## config.mk

```make
export PLATFORM = sky130hd
export DESIGN_NAME = serial_shifter_sra
export DESIGN_NICKNAME = d
export VERILOG_FILES = /design/src/rtl/serial_shifter_pkg.sv /design/src/rtl/serial_shifter_sra_stage.sv /design/src/rtl/serial_shifter_sra.sv
export SDC_FILE = /design/constraint.sdc
export NUM_CORES = 1
export LEC_CHECK = 0
export ABC_AREA = 1
export CAP_MARGIN = 20
export CELL_PAD_IN_SITES_DETAIL_PLACEMENT = 0
export CELL_PAD_IN_SITES_GLOBAL_PLACEMENT = 2
export CORE_AREA = 3 3 156 158
export DETAILED_ROUTE_END_ITERATION = 10
export DIE_AREA = 0 0 159 161
export PLACE_DENSITY = 0.81
export SYNTH_ARGS = -nofsm -noshare
export SYNTH_HDL_FRONTEND = slang
export SYNTH_SLANG_ARGS = --single-unit
```

## constraint.sdc

```tcl
create_clock -name clock -period 2.9 [get_ports clock]
set_input_delay 0.58 -clock clock [delete_from_list [all_inputs] [get_ports clock]]
set_output_delay 0.58 -clock clock [all_outputs]
set_load 0.005 [all_outputs]
```

## src/rtl/serial_shifter_pkg.sv

```systemverilog
// Shared types and defaults for the serial right shifter.
// Optional feature macro used by the top: SERIAL_SHIFTER_EARLY_DONE_EN.
package serial_shifter_pkg;

  localparam int DEF_WIDTH   = 32;
  localparam int DEF_SHAMT_W = 5;
  localparam int NUM_STAGES  = DEF_SHAMT_W;

  typedef enum logic [1:0] {
    S_IDLE  = 2'd0,
    S_SHIFT = 2'd1,
    S_DONE  = 2'd2
  } state_e;

endpackage

```

## src/rtl/serial_shifter_sra_stage.sv

```systemverilog
// One power-of-two right-shift stage: shifts by 2^stage when enabled,
// filling the vacated top bits with 'fill'.
module sra_stage #(
  parameter int WIDTH = 32,
  parameter int STG_W = 3
) (
  input  logic [WIDTH-1:0] data_in,
  input  logic [STG_W-1:0] stage,
  input  logic             enable,
  input  logic             fill,
  output logic [WIDTH-1:0] data_out
);

  logic [WIDTH-1:0] shifted;

  always_comb begin
    // Shifting the complement and inverting back yields a ones fill.
    if (fill) shifted = ~((~data_in) >> (32'd1 << stage));
    else      shifted = data_in >> (32'd1 << stage);
    data_out = enable ? shifted : data_in;
  end

endmodule

```

## src/rtl/serial_shifter_sra.sv

```systemverilog
// Multi-cycle SRL/SRA: one power-of-two stage per clock, largest first.
// SERIAL_SHIFTER_EARLY_DONE_EN skips stages that cannot change the result.
module serial_shifter_sra
  import serial_shifter_pkg::*;
#(
  parameter int WIDTH   = DEF_WIDTH,
  parameter int SHAMT_W = NUM_STAGES
) (
  input  logic               clock,
  input  logic               reset,
  input  logic               start,
  input  logic [WIDTH-1:0]   in_A,
  input  logic [SHAMT_W-1:0] in_shift,
  input  logic               arith,
  output logic               busy,
  output logic               data_ready,
  output logic [WIDTH-1:0]   result,
  output state_e             dbg_state
);

  localparam int STG_W = (SHAMT_W > 1) ? $clog2(SHAMT_W) : 1;
  localparam logic [STG_W-1:0] LAST_STAGE = STG_W'(SHAMT_W - 1);

  // Handshake: start is sampled only in IDLE or DONE; data_ready is a
  // one-cycle pulse in DONE; busy is high only in SHIFT; never both.

  state_e             state_q, state_d;
  logic [WIDTH-1:0]   work_q, work_d;
  logic [SHAMT_W-1:0] amt_q, amt_d;
  logic               fill_q, fill_d;
  logic [STG_W-1:0]   stage_q, stage_d;
  logic [WIDTH-1:0]   result_q, result_d;

  logic [WIDTH-1:0]   stage_out;
  logic [STG_W-1:0]   start_stage;
  logic               last_stage;

`ifdef SERIAL_SHIFTER_EARLY_DONE_EN
  logic [SHAMT_W-1:0] low_mask;

  function automatic logic [STG_W-1:0] msb_index(input logic [SHAMT_W-1:0] a);
    logic [STG_W-1:0] idx;
    idx = '0;
    for (int i = 0; i < SHAMT_W; i++) begin
      if (a[i]) idx = STG_W'(i);
    end
    return idx;
  endfunction
`endif

  sra_stage #(.WIDTH(WIDTH), .STG_W(STG_W)) u_stage (
    .data_in  (work_q),
    .stage    (stage_q),
    .enable   (amt_q[stage_q]),
    .fill     (fill_q),
    .data_out (stage_out)
  );

  always_comb begin
`ifdef SERIAL_SHIFTER_EARLY_DONE_EN
    // Stop once no lower amount bit remains to be applied.
    low_mask    = (SHAMT_W'(1) << stage_q) - SHAMT_W'(1);
    last_stage  = (stage_q == '0) || ((amt_q & low_mask) == '0);
    start_stage = msb_index(in_shift);
`else
    last_stage  = (stage_q == '0);
    start_stage = LAST_STAGE;
`endif
  end

  always_comb begin
    state_d  = state_q;
    work_d   = work_q;
    amt_d    = amt_q;
    fill_d   = fill_q;
    stage_d  = stage_q;
    result_d = result_q;
    case (state_q)
      S_IDLE, S_DONE: begin
        if (start) begin
          work_d  = in_A;
          amt_d   = in_shift;
          fill_d  = arith & in_A[WIDTH-1];
          stage_d = start_stage;
          state_d = S_SHIFT;
        end else begin
          state_d = S_IDLE;
        end
      end
      S_SHIFT: begin
        work_d = stage_out;
        if (last_stage) begin
          result_d = stage_out;
          state_d  = S_DONE;
        end else begin
          stage_d = stage_q - STG_W'(1);
        end
      end
      default: state_d = S_IDLE;
    endcase
  end

  always_ff @(posedge clock or posedge reset) begin
    if (reset) begin
      state_q  <= S_IDLE;
      work_q   <= '0;
      amt_q    <= '0;
      fill_q   <= 1'b0;
      stage_q  <= '0;
      result_q <= '0;
    end else begin
      state_q  <= state_d;
      work_q   <= work_d;
      amt_q    <= amt_d;
      fill_q   <= fill_d;
      stage_q  <= stage_d;
      result_q <= result_d;
    end
  end

  assign busy       = (state_q == S_SHIFT);
  assign data_ready = (state_q == S_DONE);
  assign result     = result_q;
  assign dbg_state  = state_q;

endmodule
```

==> flow_results.org <==
** Status
- Status :: complete, no violations

** GRT
- The total overflow left after global routing is 0.
- Number of global-route vias before repair :: 8021
- In the global route stage, overall resource usage came out at 24.8%.
- The first global-routing pass estimated 49000 um of wire.
- Entering global routing, the biggest net connects 57 pins.
- Antenna violations before repair :: 0

** Yosys
- By instance count, the leading cell after synthesis is sky130_fd_sc_hd__nand2_1.
- Synthesis produced a netlist with a net count of 1214.
- Counting flops with an async set or reset pin after synthesis yields a share of 100%.
- After technology mapping, the gate count stands at 1168.
- Yosys printed 0 warnings.
- Summed over its instances, the top area cell type makes up a little over a quarter of the synthesized netlist area.
- Summed instance area of the synthesized netlist :: 6910 um^2
- For this run, the leading register cell type out of synthesis is sky130_fd_sc_hd__dfrtp_1.
- The netlist uses 39 different library cells.
- Cell types occupying the most area after synthesis :: sky130_fd_sc_hd__dfrtp_1, sky130_fd_sc_hd__nand2_1, sky130_fd_sc_hd__nand3_1
- Ranked by instance count, the synthesized netlist is headed by sky130_fd_sc_hd__nand2_1, sky130_fd_sc_hd__nand3_1, sky130_fd_sc_hd__o21ai_0, sky130_fd_sc_hd__dfrtp_1, sky130_fd_sc_hd__inv_1.
- After synthesis, flip-flops and latches occupy between 20% and 30% of the total area.
- Counting flops with a built-in enable in the synthesized netlist gives 0.
- sky130_fd_sc_hd__dfrtp_1 takes more of the synthesized area than any other cell.
- Synthesized area per cell :: roughly 5.9 um^2
- In this run, synthesis produced a sequential element count of 75.

** Detailed routing
- Antenna-violating nets left :: 0
- Routed WL :: 31800 um
- In the routed design, unresolved DRC markers number 0.
- Detail-routed via count per cell :: ~5.3
- Pre-antenna DRT Iters :: 6
- DRC violation total after the first TritonRoute iteration :: slightly above 800
- Number of vias after detailed routing :: 8260
- Average wire per standard cell :: 20.3 um

** STA
- Max Clock Skew :: 0.00881 ns
- Fin crit period :: 2.67 ns
- Setup total negative slack on the finished layout was measured at 0 ns.
- Final Cycle Share :: 92.1%
- Maximum operating frequency :: 374 MHz
- Headroom to the max-slew limit came out at 57.5%.
- The final hold violation count came to 0.
- Setup repair after global routing left no endpoint under its margin.
- Total count of max-transition violations in the final report :: 0
- At the pin with the least slew margin, the transition time is approximately 0.63 ns.
- Setup violations remaining at the end of the flow were counted as 0.
- Minimum setup slack in the final design :: 0.229 ns

** Cells and area
- After routing the design area is 8560 um^2.
- The repair_antennas step left the layout with diodes totalling 0.
- Syn-to-layout area delta :: 24.0%
- Flip-flop and latch area :: 1880 um^2
- Fill cells in the final layout number around 2700.
- Summing all multi-input logic gate instances after layout gives 4360 um^2.
- Layout cells sized above 1 :: 9.63%
- The net count of the finished layout is 1287.

** Placement
- Placement Cell Area :: 8240 um^2
- Timing analysis after detailed placement gives a worst setup slack of 0.154 ns.
- Routability-driven placement finished with a final weighted congestion of slightly below 1.
- Number of buffers added on ports :: 76
- Once detailed placement completed, the half-perimeter wirelength came to 24000 um.

** Floorplanning
- Total Die Area :: 25600 um^2
- The die is between 150 and 200 um tall.
- The die is 159 um wide.
- Initial core utilization :: 29.7%
- The total area inside the core boundary comes to 23300 um^2.
- The initialized floorplan defines 56 standard-cell rows.
- In this run the count of I/O pins placed on the die edge is 77.

** Clock tree
- Buffer cell driving the clock tree root :: sky130_fd_sc_hd__clkbuf_16
- At the later pin of the worst-skew pair, clock insertion delay measures 0.35 ns.
- Number of buffers inserted by hold repair at cts :: 0
- Clock sink count :: 75
- Clock tree synthesis inserted a total of 9 buffers.
- Clock edge transition at the registers on the reported setup and hold paths :: about 0.06 ns
- Clock tree from TritonCTS :: done
- CTS H-tree lvls :: 3
- The clock passes through at most 2 buffers.

** Setup path
- CP Data Required Time :: 3.18 ns
- Setup CP Type :: register to register
- CP Launch Point :: stage_q[0]$_DFFE_PP0P_
- Data arrival time of the critical path :: about 3.0 ns
- STA classifies the critical path startpoint as a register.
- STA classifies the critical path endpoint as a register.
- Worst r2r src :: stage_q[0]$_DFFE_PP0P_
- Along the worst path, the maximum fanout reaches 14.

** Min path
- In this run the most critical hold path is launched from result[19]$_DFFE_PP0P_.
- In this run the worst hold path is classified as register to register.

** Run
- Max-cap violations in this run came to 0.
[sequential cells by signal, summed over array words and instances (netlist names)]
signal,cells
fill_q,1
result,32
work_q,32
stage_q,3
dbg_state,2
amt_q,5
[layout by cell type, fill, tap and decap left out, types with 6 or more instances in the layout]
cell type,count
sky130_fd_sc_hd__a21oi_1,16
sky130_fd_sc_hd__buf_12,10
sky130_fd_sc_hd__buf_4,51
sky130_fd_sc_hd__clkbuf_16,9
sky130_fd_sc_hd__clkdlybuf4s50_1,76
sky130_fd_sc_hd__dfrtp_1,74
sky130_fd_sc_hd__inv_1,73
sky130_fd_sc_hd__inv_2,6
sky130_fd_sc_hd__nand2_1,463
sky130_fd_sc_hd__nand2_2,7
sky130_fd_sc_hd__nand3_1,209
sky130_fd_sc_hd__nand4_1,9
sky130_fd_sc_hd__nor2_1,43
sky130_fd_sc_hd__o211ai_1,25
sky130_fd_sc_hd__o21ai_0,76
sky130_fd_sc_hd__o21ai_1,30
sky130_fd_sc_hd__o21ai_2,8
[cell families (layout without fill, tap and decap cells)]
kind of cell,after synthesis,count (layout),synth area share [%]
mux,1,1,0.145
compound gates,175,175,14.9
flops,75,75,27.2
fa+ha+maj,5,5,0.906
simple gates,755,755,46.7
buf+inv,157,235,10.2
[layer usage]
metal | global-route usage, % | wire length, um | part of all wire (%) | vias to the layer above
li1 | - | - | - | 3989
met1 | 35.5 | 14800 | 46 | 3843
met2 | 36.6 | 13300 | 42 | 364
met3 | 4.77 | 2470 | 7.7 | 64
met4 | 10.1 | 1280 | 4.0 | 0
met5 | 0 | 0 | 0 | -
[metrics by stage]
step	instances	hold WS (ns)	util, %
CTS	1564	0.480	36.6
global placement	1548	0.464	35.4
floorplan	1168	0.444	-
detailed placement	1548	0.465	35.4
finish	1565	0.482	36.8
global route	1565	0.507	36.8
[final timing paths]
kind | slack [ns] | cells after the start | to
min | 0.48 | 2 | result[19]$_DFFE_PP0P_
max reg2reg | 0.23 | 19 | work_q[10]$_DFFE_PP0P_
max in group asynchronous | 1.68 | 3 | work_q[19]$_DFFE_PP0P_
min in group asynchronous | 0.57 | 2 | result[28]$_DFFE_PP0P_
max | 0.23 | 19 | work_q[10]$_DFFE_PP0P_
min reg2reg | 0.48 | 2 | result[19]$_DFFE_PP0P_
[worst max-delay path, stage by stage, from the launching register on]
cell and delay [ns]:
sky130_fd_sc_hd__dfrtp_2 0.44, sky130_fd_sc_hd__inv_1 0.11, sky130_fd_sc_hd__ha_1 0.22, sky130_fd_sc_hd__inv_1 0.08, sky130_fd_sc_hd__nor2_4 0.17, sky130_fd_sc_hd__buf_4 0.26, sky130_fd_sc_hd__nand2_1 0.11, sky130_fd_sc_hd__nand3_1 0.13
sky130_fd_sc_hd__nand2_1 0.06, sky130_fd_sc_hd__o21ai_1 0.13, sky130_fd_sc_hd__nand2_1 0.10, sky130_fd_sc_hd__nand3_1 0.12, sky130_fd_sc_hd__nand2_1 0.07, sky130_fd_sc_hd__nor2_1 0.09, sky130_fd_sc_hd__nor2_1 0.04, sky130_fd_sc_hd__nand2_1 0.18
sky130_fd_sc_hd__nand2_1 0.12, sky130_fd_sc_hd__nand2_1 0.07, sky130_fd_sc_hd__nand2_1 0.05, sky130_fd_sc_hd__nand2_1 0.05
[area by class of cell]
cell class	count	area share, %
Timing Repair Buffer	137	15.7
Clock buffer	11	2.72
Tap cell	319	4.66
Clock inverter	5	0.453
Multi-Input combinational cell	936	50.9
Sequential cell	75	21.9
Inverter	82	3.64
[timing repair]
item                                    4_1_cts  5_1_grt
endpoints found under the setup margin        0       28
resized for setup                             0       11
buffers inserted                              0        1
Power is left out: the tool's default activity adds up to more than one toggle a clock period on the data nets, which glitch-free logic cannot reach.
